**config.mk**
```make
export PLATFORM = sky130hd
export DESIGN_NAME = program_counter
export DESIGN_NICKNAME = d
export VERILOG_FILES = /design/src/rtl/program_counter.sv
export SDC_FILE = /design/constraint.sdc
export NUM_CORES = 1
export LEC_CHECK = 0
export CAP_MARGIN = 20
export CORE_UTILIZATION = 46
export DETAILED_ROUTE_END_ITERATION = 7
export PLACE_DENSITY = 0.81
export REMOVE_ABC_BUFFERS = 1
export SLEW_MARGIN = 0
export SYNTH_ARGS = -nofsm -noshare
export SYNTH_HDL_FRONTEND = slang
export SYNTH_SLANG_ARGS = --single-unit
```
**constraint.sdc**
```tcl
create_clock -name CLK -period 1.9 [get_ports CLK]
set_input_delay 0.285 -clock CLK [delete_from_list [all_inputs] [get_ports CLK]]
set_output_delay 0.285 -clock CLK [all_outputs]
set_load 0.02 [all_outputs]
```
**src/rtl/program_counter.sv**
```systemverilog
// Program counter for the multi-cycle datapath: each clock it either steps by INC,
// takes an absolute jump, or takes a flag-qualified branch to (word target * 2) + INC.
module program_counter #(
    parameter int                WIDTH       = 16,
    parameter logic [WIDTH-1:0]  RESET_VALUE = '0,
    parameter int                INC         = 2
) (
    input  logic             CLK,
    input  logic             RESET_N,
    input  logic             input_PCWrite,
    input  logic [WIDTH-1:0] input_newPC,
    input  logic             input_zero,
    input  logic             input_negative,
    input  logic [1:0]       input_branchType,
    input  logic             input_PC_isbranch,
    input  logic             input_PC_set,
    output logic [WIDTH-1:0] output_PC
);

    localparam logic [WIDTH-1:0] INC_W = WIDTH'(INC);

    typedef enum logic [1:0] {
        BR_EQ = 2'b00,
        BR_NE = 2'b01,
        BR_LT = 2'b10,
        BR_GE = 2'b11
    } branch_type_e;

    logic [WIDTH-1:0] pc_q;
    logic [WIDTH-1:0] pc_d;
    logic [WIDTH-1:0] target;
    logic [WIDTH-1:0] seq_pc;
    logic             branch_taken;
    branch_type_e     branch_type;

    // Word-to-byte conversion; the top bit of newPC falls off the end.
    assign target      = input_newPC << 1;
    assign seq_pc      = pc_q + INC_W;
    assign branch_type = branch_type_e'(input_branchType);

    always_comb begin
        branch_taken = 1'b0;
        case (branch_type)
            BR_EQ:   branch_taken = input_zero;
            BR_NE:   branch_taken = ~input_zero;
            BR_LT:   branch_taken = input_negative;
            BR_GE:   branch_taken = ~input_negative;
            default: branch_taken = 1'b0;
        endcase
    end

    // Jump outranks branch; everything else falls through to the sequential step.
    always_comb begin
        pc_d = seq_pc;
        if (input_PCWrite) begin
            if (input_PC_set) begin
                pc_d = target;
            end else if (input_PC_isbranch && branch_taken) begin
                pc_d = target + INC_W;
            end
        end
    end

    always_ff @(posedge CLK) begin
        if (!RESET_N) begin
            pc_q <= RESET_VALUE;
        end else begin
            pc_q <= pc_d;
        end
    end

    assign output_PC = pc_q;

endmodule

```
==> results.yml <==
outcome:
  status: "finished clean"
synthesis:
  avgSynthCellArea_sq_um: 7.914
  ys_ff_latch: 15
  async_flop_share_pct: 0
  synth_edf_count: 0
  synth_top_area_share_pct: 24.17
  ys_warn_count: 0
  syn_area_sq_um: 1242
  synth_area_leaders: "dfxtp_1, xnor2_1, nand2_1"
  ys_types: 44
  synth_cells: 157
  yosysSeqAreaShare_pct: 24.17
  yosysTopAreaCell: "dfxtp_1"
  synth_flop_cell: "dfxtp_1"
critical_path:
  cp.required_ps: 2060
  arrival_ps: 2050
  cp-start-kind: "primary input"
  path_class: "primary input to flop"
  crit_fanout: 4
  endpoint_kind: "flop"
layout:
  largest_reg_flops: 15
  mostFrequentLayoutCells: "clkdlybuf4s50_1, buf_4, nand2_1"
  fin_area_sq_um: 1858
  antenna_cells: 0
  area_growth_pct: 49.55
  final.fill_count: 195
  fin_cells: 249
  final_layout_size_suffix_gt1_share_pct: 19.63
  layout_commonest_cell: "clkdlybuf4s50_1"
  num-nets-final: 247
global_routing:
  grt_overflow: 0
  antenna_found_initial: 0
  grt_max_degree: 14
  grt_pass1_vias: 1364
  grt_pass1_wl_mm: 5.782
  grtUsageTotal_pct: 27.65
die:
  pin_count: 41
  std_cell_rows: 18
  core_region_area_sq_um: 2522
  dieArea_sq_um: 2913
  die_y_um: 53.97
  initial_core_util_pct: 49.26
  die_w_um: 53.97
place:
  hpwl_mm: 3.015
  dpl.cell_count: 245
  place.gp.congestion: 0.9487
  pre_cts_ws_ps: -252.4
  place_area_sq_um: 1814
  port_buffers: 38
drt:
  drt_first_iter_violations: 26
  vias: 1419
  drtAntennaViolNets: 0
  via_per_inst: 5.699
  drtPass1Iterations: 4
  routed_wl_mm: 3.714
  route.detailed.drc: 0
  wl_per_cell_um: 14.92
power_and_ir_drop:
  combPwrFrac_pct: 39.4
  p_sw_w: 0.0003047
  pwr-share-seq_pct: 40.4
  p_sw_share_pct: 33.16
  p_per_area_nw_per_um2: 494.5
  pwr-share-clk_pct: 20.2
  peakVddDrop_mv: 0.4963
  internal_power_w: 0.0006141
  p_leak_nw: 0.6943
clock_tree:
  hold_buffers: 0
  cts_root_buf: "clkbuf_4"
  clk_path_buf_depth: 2
  cts_setup_buffers: 0
  cts_htree_levels: 1
  numCtsBuffers: 3
  clock_sinks: 15
  clk_latency_ps: 280
  post_cts_resized: 0
  clk_pin_slew_ps: 100
  cts_tree: "done"
sta:
  fmax_mhz: 530.0
  finalWorstSetupSlack_ps: 13.10
  fin_skew_ps: 8.232
  hold_viol: 0
  setup_viol_count_final: 0
  period_needed_ps: 1887
  whs_ps: 585.6
  period_share_pct: 99.31
  maxSlewViolCount: 0
  rsz0062_at_grt: "true"
job:
  max-cap-violations: 0
worst_hold_path:
  hold_path.class: "flop to flop"
## path summary, 6_finish.rpt
check                   to      startpoint  depth (start not counted)  slack (ps)
max reg2reg  output_PC[11]    output_PC[1]                          6         240
min          output_PC[15]   output_PC[15]                          2         590
min reg2reg  output_PC[15]   output_PC[15]                          2         590
max          output_PC[13]  input_newPC[0]                          7          10
## final cells by class
class | count | area (sq um) | area share (%)
Clock buffer | 4 | 26.28 | 1.414
Sequential cell | 15 | 300.3 | 16.16
Inverter | 5 | 18.77 | 1.010
Tap cell | 30 | 37.54 | 2.020
Multi-Input combinational cell | 132 | 904.6 | 48.69
Timing Repair Buffer | 63 | 570.5 | 30.71
## kinds of logic (layout without fill, tap and decap cells)
logic type | count (synthesis) | count (layout) | share of synthesized area (%)
AO/OA/AOI/OAI | 38 | 38 | 23.06
XOR/XNOR | 19 | 19 | 13.39
adder cells (fa/ha/maj) | 2 | 2 | 2.014
buffers and inverters | 10 | 72 | 4.229
flip-flops | 15 | 15 | 24.17
multiplexers | 7 | 7 | 7.351
other | 1 | 1 | 0.3018
AND/OR/NAND/NOR | 65 | 65 | 25.48
## synth_stat cells (2+ instances only)
cell type / count
nand2_1: 21
dfxtp_1: 15
nand3_1: 12
xnor2_1: 12
nor2_1: 11
o21ai_0: 8
a21oi_1: 7
xor2_1: 7
nor4_1: 6
inv_1: 4
mux2_2: 4
nor3_1: 4
o221ai_1: 4
buf_2: 3
nand4_1: 3
o211a_1: 3
o22ai_1: 3
a211oi_1: 2
ha_1: 2
nand3b_1: 2
## critical path: stages
cell	delay [ps]
clkdlybuf4s50_1	480
ha_1	170
nand4_1	200
nor4_1	280
mux2_2	380
o221ai_1	180
a21oi_1	60
## per-layer routing
layer  global-route usage, %  wire, um
met1                   32.05      1574
met2                   50.41      1861
met3                   3.672       213
met4                   11.11        65
met5                       0         0
## stage by stage
step	util, %	power (W)	TNS, ps
floorplan	-	0.0005386	0
global placement	71.92	0.0007228	-1995
detailed placement	71.92	0.0007340	-2663
CTS	72.97	0.0009252	0
global route	73.66	0.0009682	-59.79
finish	73.66	0.0009188	0
## power by group through the flow
| stage | sequential (W) | clock [W] | combinational (W) |
|---|---|---|---|
| 6_report | 0.000371 | 0.000185 | 0.000362 |
| 5_1_grt | 0.000375 | 0.000204 | 0.000389 |
| 4_1_cts | 0.000371 | 0.000195 | 0.000358 |
| 3_5_place_dp | 0.000378 | 0 | 0.000356 |
| 3_3_place_gp | 0.000376 | 0 | 0.000347 |
| 2_1_floorplan | 0.000406 | 0 | 0.000132 |
(Power assumes the default switching activity.)
